### src/rtl/stack_arb_ctrl_if.sv
// Requester, response and status bundle for stack_arb_ctrl.
// top_data exists only when STACK_PEEK_EN is defined.
interface stack_arb_ctrl_if #(
    parameter int WIDTH = 4,
    parameter int PTR_W = 3
);
    logic             req0_valid;
    logic             req0_op;
    logic [WIDTH-1:0] req0_data;
    logic             req0_ready;
    logic             req1_valid;
    logic             req1_op;
    logic [WIDTH-1:0] req1_data;
    logic             req1_ready;

    logic             resp_valid;
    logic             resp_src;
    logic [WIDTH-1:0] resp_data;
    logic             resp_err;

    logic [PTR_W-1:0] sp;
    logic             full;
    logic             empty;
`ifdef STACK_PEEK_EN
    logic [WIDTH-1:0] top_data;
`endif

    modport master (
        output req0_valid, req0_op, req0_data,
        input  req0_ready,
        output req1_valid, req1_op, req1_data,
        input  req1_ready,
        input  resp_valid, resp_src, resp_data, resp_err,
        input  sp, full, empty
`ifdef STACK_PEEK_EN
        , input top_data
`endif
    );

    modport slave (
        input  req0_valid, req0_op, req0_data,
        output req0_ready,
        input  req1_valid, req1_op, req1_data,
        output req1_ready,
        output resp_valid, resp_src, resp_data, resp_err,
        output sp, full, empty
`ifdef STACK_PEEK_EN
        , output top_data
`endif
    );
endinterface

### src/rtl/stack_arb_ctrl.sv
// Two-requester round-robin LIFO stack controller: IDLE -> EXEC -> RESP per transaction.
// Define STACK_PEEK_EN to expose the current top-of-stack on bus.top_data.
module stack_arb_ctrl #(
    parameter int DEPTH = 4,
    parameter int WIDTH = 4,
    parameter int PTR_W = 3   // 2**PTR_W must exceed DEPTH
) (
    input  logic            clk,
    input  logic            resetn,
    stack_arb_ctrl_if.slave bus
);
    localparam int NUM_REQ = 2;

    typedef enum logic [1:0] {IDLE, EXEC, RESP} state_t;

    typedef struct packed {
        logic             src;
        logic             op;
        logic [WIDTH-1:0] data;
    } cmd_t;

    state_t state, state_nxt;

    logic [NUM_REQ-1:0]            valid;
    logic [NUM_REQ-1:0]            op;
    logic [NUM_REQ-1:0][WIDTH-1:0] data;
    logic [NUM_REQ-1:0]            ready;

    logic                    last_grant;
    logic                    gnt_any;
    logic                    gnt_idx;
    cmd_t                    cmd;
    logic [DEPTH-1:0][WIDTH-1:0] mem;
    logic [PTR_W-1:0]        sp_q;
    logic [WIDTH-1:0]        top;
    logic                    is_full;
    logic                    is_empty;

    logic             resp_valid_q;
    logic             resp_src_q;
    logic [WIDTH-1:0] resp_data_q;
    logic             resp_err_q;

    assign valid = {bus.req1_valid, bus.req0_valid};
    assign op    = {bus.req1_op,    bus.req0_op};
    assign data  = {bus.req1_data,  bus.req0_data};

    // Under contention the requester that did not win last time is served.
    assign gnt_any = |valid;
    assign gnt_idx = (valid == 2'b11) ? ~last_grant : valid[1];

    assign is_full  = (sp_q == PTR_W'(DEPTH));
    assign is_empty = (sp_q == '0);

    always_comb begin
        top = '0;
        for (int i = 0; i < DEPTH; i++) begin
            if (sp_q == PTR_W'(i + 1)) top = mem[i];
        end
    end

    always_ff @(posedge clk or negedge resetn) begin
        if (!resetn) state <= IDLE;
        else         state <= state_nxt;
    end

    always_comb begin
        state_nxt = state;
        ready     = '0;
        unique case (state)
            IDLE: begin
                if (resetn && gnt_any) begin
                    ready[gnt_idx] = 1'b1;
                    state_nxt      = EXEC;
                end
            end
            EXEC:    state_nxt = RESP;
            RESP:    state_nxt = IDLE;
            default: state_nxt = IDLE;
        endcase
    end

    always_ff @(posedge clk or negedge resetn) begin
        if (!resetn) begin
            mem          <= '0;
            sp_q         <= '0;
            last_grant   <= 1'b1;
            cmd          <= '0;
            resp_valid_q <= 1'b0;
            resp_src_q   <= 1'b0;
            resp_data_q  <= '0;
            resp_err_q   <= 1'b0;
        end else begin
            resp_valid_q <= 1'b0;
            unique case (state)
                IDLE: begin
                    if (gnt_any) begin
                        cmd.src    <= gnt_idx;
                        cmd.op     <= op[gnt_idx];
                        cmd.data   <= data[gnt_idx];
                        last_grant <= gnt_idx;
                    end
                end
                EXEC: begin
                    // Response registers load here so they are valid for the RESP cycle.
                    resp_valid_q <= 1'b1;
                    resp_src_q   <= cmd.src;
                    if (!cmd.op) begin
                        resp_data_q <= cmd.data;
                        if (is_full) begin
                            resp_err_q <= 1'b1;
                        end else begin
                            resp_err_q <= 1'b0;
                            for (int i = 0; i < DEPTH; i++) begin
                                if (sp_q == PTR_W'(i)) mem[i] <= cmd.data;
                            end
                            sp_q <= sp_q + PTR_W'(1);
                        end
                    end else begin
                        if (is_empty) begin
                            resp_data_q <= '0;
                            resp_err_q  <= 1'b1;
                        end else begin
                            resp_data_q <= top;
                            resp_err_q  <= 1'b0;
                            sp_q        <= sp_q - PTR_W'(1);
                        end
                    end
                end
                default: ;
            endcase
        end
    end

    assign bus.req0_ready = ready[0];
    assign bus.req1_ready = ready[1];
    assign bus.resp_valid = resp_valid_q;
    assign bus.resp_src   = resp_src_q;
    assign bus.resp_data  = resp_data_q;
    assign bus.resp_err   = resp_err_q;
    assign bus.sp         = sp_q;
    assign bus.full       = is_full;
    assign bus.empty      = is_empty;

`ifdef STACK_PEEK_EN
    assign bus.top_data = top;
`endif

endmodule
### src/flat_wrapper.sv
// flat-port wrapper written by rule: the top's interface ports become plain ports
module stack_arb_ctrl_flat 
#(
    parameter int DEPTH = 4,
    parameter int WIDTH = 4,
    parameter int PTR_W = 3                                
)
  (clk, resetn, bus_req0_valid, bus_req0_op, bus_req0_data, bus_req0_ready, bus_req1_valid, bus_req1_op, bus_req1_data, bus_req1_ready, bus_resp_valid, bus_resp_src, bus_resp_data, bus_resp_err, bus_sp, bus_full, bus_empty);
  stack_arb_ctrl_if #(.WIDTH(WIDTH), .PTR_W(PTR_W)) bus_i ();
  input  logic clk;
  input  logic resetn;
  input wire logic [$bits(bus_i.req0_valid)-1:0] bus_req0_valid;
  input wire logic [$bits(bus_i.req0_op)-1:0] bus_req0_op;
  input wire logic [$bits(bus_i.req0_data)-1:0] bus_req0_data;
  output wire logic [$bits(bus_i.req0_ready)-1:0] bus_req0_ready;
  input wire logic [$bits(bus_i.req1_valid)-1:0] bus_req1_valid;
  input wire logic [$bits(bus_i.req1_op)-1:0] bus_req1_op;
  input wire logic [$bits(bus_i.req1_data)-1:0] bus_req1_data;
  output wire logic [$bits(bus_i.req1_ready)-1:0] bus_req1_ready;
  output wire logic [$bits(bus_i.resp_valid)-1:0] bus_resp_valid;
  output wire logic [$bits(bus_i.resp_src)-1:0] bus_resp_src;
  output wire logic [$bits(bus_i.resp_data)-1:0] bus_resp_data;
  output wire logic [$bits(bus_i.resp_err)-1:0] bus_resp_err;
  output wire logic [$bits(bus_i.sp)-1:0] bus_sp;
  output wire logic [$bits(bus_i.full)-1:0] bus_full;
  output wire logic [$bits(bus_i.empty)-1:0] bus_empty;
  assign bus_i.req0_valid = bus_req0_valid;
  assign bus_i.req0_op = bus_req0_op;
  assign bus_i.req0_data = bus_req0_data;
  assign bus_req0_ready = bus_i.req0_ready;
  assign bus_i.req1_valid = bus_req1_valid;
  assign bus_i.req1_op = bus_req1_op;
  assign bus_i.req1_data = bus_req1_data;
  assign bus_req1_ready = bus_i.req1_ready;
  assign bus_resp_valid = bus_i.resp_valid;
  assign bus_resp_src = bus_i.resp_src;
  assign bus_resp_data = bus_i.resp_data;
  assign bus_resp_err = bus_i.resp_err;
  assign bus_sp = bus_i.sp;
  assign bus_full = bus_i.full;
  assign bus_empty = bus_i.empty;
  stack_arb_ctrl #(.DEPTH(DEPTH), .WIDTH(WIDTH), .PTR_W(PTR_W)) u_core (.clk(clk), .resetn(resetn), .bus(bus_i));
endmodule
### config.mk
export PLATFORM = sky130hd
export DESIGN_NAME = stack_arb_ctrl_flat
export DESIGN_NICKNAME = d
export VERILOG_FILES = /design/src/rtl/stack_arb_ctrl_if.sv /design/src/rtl/stack_arb_ctrl.sv /design/src/flat_wrapper.sv
export SDC_FILE = /design/constraint.sdc
export NUM_CORES = 1
export LEC_CHECK = 0
export CAP_MARGIN = 20
export CORE_MARGIN = 1
export CORE_UTILIZATION = 50
export DETAILED_ROUTE_END_ITERATION = 6
export PLACE_DENSITY = 0.76
export SYNTH_ARGS = -nofsm -noshare
export SYNTH_HDL_FRONTEND = slang
export SYNTH_SLANG_ARGS = --single-unit
export TNS_END_PERCENT = 10
### constraint.sdc
create_clock -name clk -period 5.3 [get_ports clk]
set_input_delay 0.795 -clock clk [delete_from_list [all_inputs] [get_ports clk]]
set_output_delay 0.795 -clock clk [all_outputs]
set_load 0.1 [all_outputs]
==> flow_summary_export.csv, run 1 <==
group,metric,value,unit
status,status,"complete, no violations",
drt,drtAntennaViolNets,0,
yosys,synth_area,0.001740,mm2
power_and_ir_drop,power.leakage,0.9483,nW
worst_setup_path,critPathBufInv,2,
finish,num_antenna_cells,0,
die,ioPinCount,28,
global_routing,antenna_found_initial,0,
yosys,syn_nets,177,
worst_setup_path,arrival,2.74,ns
cts,cts-root-buf,"clkbuf_4",
drt,drt_pre_antenna_iters,5,
worst_setup_path,crit_family,"buffers and inverters",
yosys,avgSynthCellArea,11.09,um2
placed_design,gp_congestion,0.8535,
yosys,ys_types,37,
sta,fin_tns_setup,0,ns
worst_setup_path,cp-endpoint,"bus_full",
power_and_ir_drop,sequentialPowerShare,33.6,%
die,start_util,52.16,%
sta,finalCriticalPeriod,3.536,ns
worst_hold_path,hold_path.class,"flip-flop to flip-flop",
global_routing,overflow,0,
worst_setup_path,startpoint,"u_core.bus.sp[1]",
sta,worst_slew_pin_slew,0.9723,ns
drt,drt-initial-drc-count,66,
sta,rsz0062_at_grt,"false",
worst_setup_path,rrSetupSlack,3.28,ns
yosys,yosysSeqAreaShare,50.40,%
worst_setup_path,critPathRequiredTime,4.51,ns
sta,drv_slew,0,
drt,drc,0,
drt,num_vias,1314,
yosys,synth-edff-count,0,
worst_setup_path,max_stage_delay,1.13,ns
finish,mostFrequentLayoutCell,"dfrtp_1",
finish,final_layout_size_suffix_gt1_share,18.82,%
power_and_ir_drop,clkPwrFrac,12.4,%
sta,skew,0.01467,ns
sta,post-route-period-util,66.72,%
worst_setup_path,worstReg2RegStart,"u_core.bus.sp[0]",
die,die_width,61,um
cts,cts_resized,0,
worst_setup_path,cp_slowest_cell,"clkdlybuf4s50_1",
worst_setup_path,cp.depth,4,
worst_hold_path,whs_path_depth,2,
global_routing,grt_max_degree,38,
finish,layout.cells.non_filler,232,
finish,fin_area,0.002101,mm2
sta,relSlewSlack,34.98,%
cts,ctsLongestPathBuffers,2,
placed_design,dpl_cell_area,0.002028,mm2
sta,setup_viol,0,
cts,ctsHoldBuffers,0,
worst_setup_path,cp_max_fo,12,
cts,cts_buffers,5,
power_and_ir_drop,power_switching_share,50.37,%
power_and_ir_drop,switchingPower,683.5,uW
sta,max_freq,282.8,MHz
global_routing,grt_pass1_vias,1259,
cts,htreeDepth,2,
sta,hold_viol,0,
worst_setup_path,r2r-end,"u_core.mem[13]",
die,fp-row-count,21,
cts,cts.sinks,35,
flow_run,drv_cap,0,
placed_design,dp_hpwl,2.663,mm
finish,post-route-util,62.95,%
yosys,synthFlopType,"dfrtp_1",
cts,path_clk_slew,0.11,ns
finish,final_nets,205,
die,dieArea,0.003721,mm2
global_routing,track_usage,22.11,%
worst_setup_path,end_kind,"output port",
yosys,synth_top_area_share,48.89,%
die,die_h,61,um
global_routing,grt_busiest_layer,"met2",
worst_setup_path,reg2regPathDepth,5,
finish,area_growth,20.70,%
power_and_ir_drop,total_power,1.357,mW
drt,wl,3.587,mm
placed_design,place_ws,2.171,ns
power_and_ir_drop,p_int,673.4,uW
power_and_ir_drop,ir_drop,300.6,uV
power_and_ir_drop,powerDensity,645.9,mW/mm2
global_routing,grtUsageMet2,40.19,%
yosys,ys_async_sr_fraction,100.0,%
yosys,syn_inst,157,
worst_setup_path,crit_path_cell_trace,"inv_1 > ha_1 > and2_4 > clkdlybuf4s50_1",
cts,cts_tree,"yes",
yosys,synth_top_area_cell,"dfrtp_1",
yosys,synth_area_leaders,"dfrtp_1 (49%), mux2_2 (7.8%), ha_1 (4.3%), a21oi_1 (3.5%), mux2_4 (3.5%)",
die,core,0.003337,mm2
finish,final_cell_mix,"dfrtp_1 (34), clkdlybuf4s50_1 (25), nand2_1 (14)",
placed_design,port_buffers,27,
global_routing,grt_pass1_wl,5.802,mm
drt,viasPerCell,5.664,
cts,cts_setup_buffers,0,
yosys,ys_ff_latch,35,
worst_setup_path,critical_path_class,"flip-flop to output port",
cts,clkLatencyLatePin,0.34,ns
worst_setup_path,startpoint_type,"flip-flop",
power_and_ir_drop,pwr-share-comb,53.9,%
sta,whs,0.4922,ns
yosys,yosys_warnings,0,
global_routing,use_met1,24.16,%
sta,setup_ws,1.764,ns
global_routing,grt_util_met3,6.183,%
placed_design,dp.cells,224,
drt,wire_per_inst,15.46,um
power by group through the flow:
stage               registers (mW)  clock network [mW]  logic [mW]
floorplan                    0.670                   0       0.358
global placement             0.452                   0       0.714
detailed placement           0.462                   0       0.728
CTS                          0.456               0.170       0.732
global route                 0.469               0.183       0.775
finish                       0.456               0.169       0.732
area by class of cell:
class	instances	area, um2
Fill cell	295	1236
Clock inverter	1	7.507
Multi-Input combinational cell	108	794.5
Tap cell	46	57.56
Sequential cell	35	877.1
Clock buffer	7	65.06
Timing Repair Buffer	28	272.8
Inverter	7	26.28
worst reg2reg max path: cells and delay by family, from the launching register on:
family / cells / cell delay (ns)
buf+inv: 1 / 0.11
flops: 1 / 0.45
fa+ha+maj: 1 / 0.35
mux: 1 / 0.31
simple gates: 2 / 0.69
synthesized netlist by cell type, types with 2 or more instances:
cell,n
dfrtp_1,34
nand2_1,14
a21oi_1,12
mux2_2,12
nor2_1,12
nor3_1,9
ha_1,6
inv_1,6
mux2i_1,5
o21ai_0,5
a221o_1,4
a221oi_1,4
clkbuf_1,4
mux2_4,4
a31oi_1,2
buf_6,2
nor2b_1,2
sequential cells by signal, indices dropped and copies added, names as in the netlist:
register and cells:
u_core.bus.resp_data 4, u_core.bus.resp_err 1, u_core.bus.resp_src 1, u_core.bus.resp_valid 1, u_core.bus.sp 3, u_core.cmd 6, u_core.last_grant 1, u_core.mem 16
u_core.state 2
cells by family (layout without fill, tap and decap cells):
logic type               Yosys count  count (layout)  synth area share, %
AO/OA/AOI/OAI                     32              32                12.58
XOR/XNOR                           2               2                1.007
adder cells (fa/ha/maj)            6               6                4.313
buffers and inverters             14              43                3.953
flip-flops                        35              35                50.40
multiplexers                      21              21                14.09
AND/OR/NAND/NOR                   47              47                13.66
metal layers:
metal	vias up	wire length (um)
met2	53	1905
met3	8	210
met4	0	54
met5	-	0
li1	612	-
met1	641	1417
how the worst min path moves through the flow:
stage	start	end
finish	u_core.bus.resp_err	u_core.bus.resp_err
global route	u_core.mem[9]	u_core.mem[9]
CTS	u_core.bus.resp_err	u_core.bus.resp_err
detailed placement	u_core.bus.resp_err	u_core.bus.resp_err
global placement	u_core.bus.resp_err	u_core.bus.resp_err
floorplan	u_core.mem[10]	u_core.mem[10]
(Power assumes the default switching activity.)
==> run 2, diff against run 1 <==
--- a/config.mk
+++ b/config.mk
@@ -7,9 +7,9 @@
 export LEC_CHECK = 0
 export CAP_MARGIN = 20
 export CORE_MARGIN = 1
-export CORE_UTILIZATION = 50
+export CORE_UTILIZATION = 47
 export DETAILED_ROUTE_END_ITERATION = 6
-export PLACE_DENSITY = 0.76
+export PLACE_DENSITY = 0.75
 export SYNTH_ARGS = -nofsm -noshare
 export SYNTH_HDL_FRONTEND = slang
 export SYNTH_SLANG_ARGS = --single-unit
==> constraint.sdc (replaced) <==
create_clock -name clk -period 3.25 [get_ports clk]
set_input_delay 0.4875 -clock clk [delete_from_list [all_inputs] [get_ports clk]]
set_output_delay 0.4875 -clock clk [all_outputs]
set_load 0.1 [all_outputs]
==> run 2 against run 1 <==
Net effect:
- setup slack worse by 0.99 ns
- clock skew is 0.011 ns lower
- sequential power is 62% higher
- hold slack worse by 0.028 ns
- total power is 63% higher
- sequential share of layout area is 0.42 points lower
- combinational power is 61% higher
- clock power is 75% higher
- via count is 2.8% lower
- global-route usage is 2.7 points lower
- largest power group unchanged
- highest routed layer unchanged
==> flow_summary_export.csv, run 2 (synthesized netlist as in run 1, its figures left out) <==
group,metric,value,unit
global_routing,track_usage,19.44,%
global_routing,grt_busiest_layer,"met2",
worst_setup_path,startpoint_type,"flip-flop",
cts,clkLatencyLatePin,0.28,ns
cts,cts.sinks,35,
global_routing,grt_pass1_wl,5.851,mm
sta,drv_slew,0,
global_routing,use_met1,22.58,%
power_and_ir_drop,powerDensity,1045,mW/mm2
sta,hold_viol,0,
cts,cts_buffers,5,
global_routing,grt_util_met3,5.474,%
cts,path_clk_slew,0.06,ns
flow_run,drv_cap,0,
finish,largest_reg_flops,16,
drt,drtAntennaViolNets,0,
sta,post-route-period-util,76.34,%
placed_design,place_ws,0.7837,ns
die,dieArea,0.003950,mm2
finish,num_antenna_cells,0,
finish,layout.cells.non_filler,232,
worst_setup_path,cp_max_fo,12,
placed_design,dp_hpwl,2.529,mm
sta,relSlewSlack,34.97,%
cts,cts_setup_buffers,0,
sta,finalCriticalPeriod,2.481,ns
sta,worst_slew_pin_slew,0.9724,ns
finish,final_nets,205,
finish,fin_area,0.002122,mm2
worst_hold_path,hold_path.class,"input port to asynchronous set/reset pin",
die,core,0.003442,mm2
cts,htreeDepth,2,
drt,drt-initial-drc-count,46,
placed_design,dp.cells,224,
placed_design,port_buffers,27,
global_routing,antenna_found_initial,0,
sta,setup_ws,0.7691,ns
power_and_ir_drop,power.leakage,0.9655,nW
die,die_h,62.85,um
die,die_width,62.85,um
global_routing,grt_max_degree,32,
die,start_util,50.56,%
global_routing,grtUsageMet2,32.20,%
sta,skew,0.003355,ns
placed_design,gp_congestion,0.8906,
global_routing,grt_pass1_vias,1334,
sta,max_freq,403.1,MHz
worst_setup_path,end_kind,"output port",
sta,fin_tns_setup,0,ns
drt,drt_pre_antenna_iters,4,
finish,mostFrequentLayoutCell,"dfrtp_1",
cts,cts_resized,0,
finish,post-route-util,61.65,%
global_routing,overflow,0,
sta,rsz0062_at_grt,"false",
finish,area_growth,21.93,%
worst_setup_path,arrival,1.99,ns
cts,cts_tree,"yes",
worst_setup_path,critical_path_class,"flip-flop to output port",
sta,setup_viol,0,
drt,wire_per_inst,14.64,um
worst_setup_path,critPathRequiredTime,2.76,ns
finish,top_register,"u_core.mem",
die,fp-row-count,21,
drt,viasPerCell,5.504,
placed_design,dpl_cell_area,0.002041,mm2
cts,ctsLongestPathBuffers,2,
finish,final_cell_mix,"dfrtp_1 (34), clkdlybuf4s50_1 (20), nand2_1 (14)",
die,ioPinCount,28,
status,status,"complete, no violations",
cts,cts-root-buf,"clkbuf_8",
drt,num_vias,1277,
drt,drc,0,
cts,ctsHoldBuffers,0,
power_and_ir_drop,ir_drop,428.1,uV
drt,wl,3.396,mm
finish,final_layout_size_suffix_gt1_share,20.43,%
run 2: final cells by class:
class,instances,area [um2]
fillers,293,1320
flip-flops and latches,35,877.1
multi-input cells,108,794.5
repair buffers,28,285.3
clock buffers,7,76.32
well taps,46,57.56
inverters,7,26.28
clock inverters,1,5.005
run 2: worst paths after layout:
kind,endpoint,slack [ns],cells past startpoint,from
min in group clk,u_core.bus.resp_err,0.48,2,u_core.bus.resp_err
max in group asynchronous,u_core.mem[8],2.11,2,resetn
hold reg to reg,u_core.bus.resp_err,0.48,2,u_core.bus.resp_err
setup reg to reg,u_core.mem[14],1.22,5,u_core.bus.sp[0]
setup / recovery,bus_req0_ready,0.77,5,u_core.state[0]
hold / removal,u_core.state[1],0.46,1,resetn
run 2: metrics by stage:
stage | power [mW] | hold WS (ns)
2_1_floorplan | 1.676 | 0.1919
3_3_place_gp | 1.890 | 0.4612
3_5_place_dp | 1.929 | 0.4701
4_1_cts | 2.225 | 0.4550
5_1_grt | 2.344 | 0.4664
6_report | 2.218 | 0.4640
run 2: routing by layer:
metal / vias to the layer above / part of all wire, %
met4: 0 / 1.6
met2: 49 / 49
met3: 6 / 4.9
met5: - / 0
met1: 601 / 44
li1: 621 / -
run 2: critical path, cell delays in order (launching register included):
cell and delay [ns]:
dfrtp_1 0.42, nor2_1 0.28, o21a_1 0.38, and2_1 0.19, nor2b_1 0.24, buf_12 0.21
run 2: power by group:
group,switching (mW),internal [mW]
combinational,0.815,0.370
sequential,0.139,0.598
clock,0.146,0.150
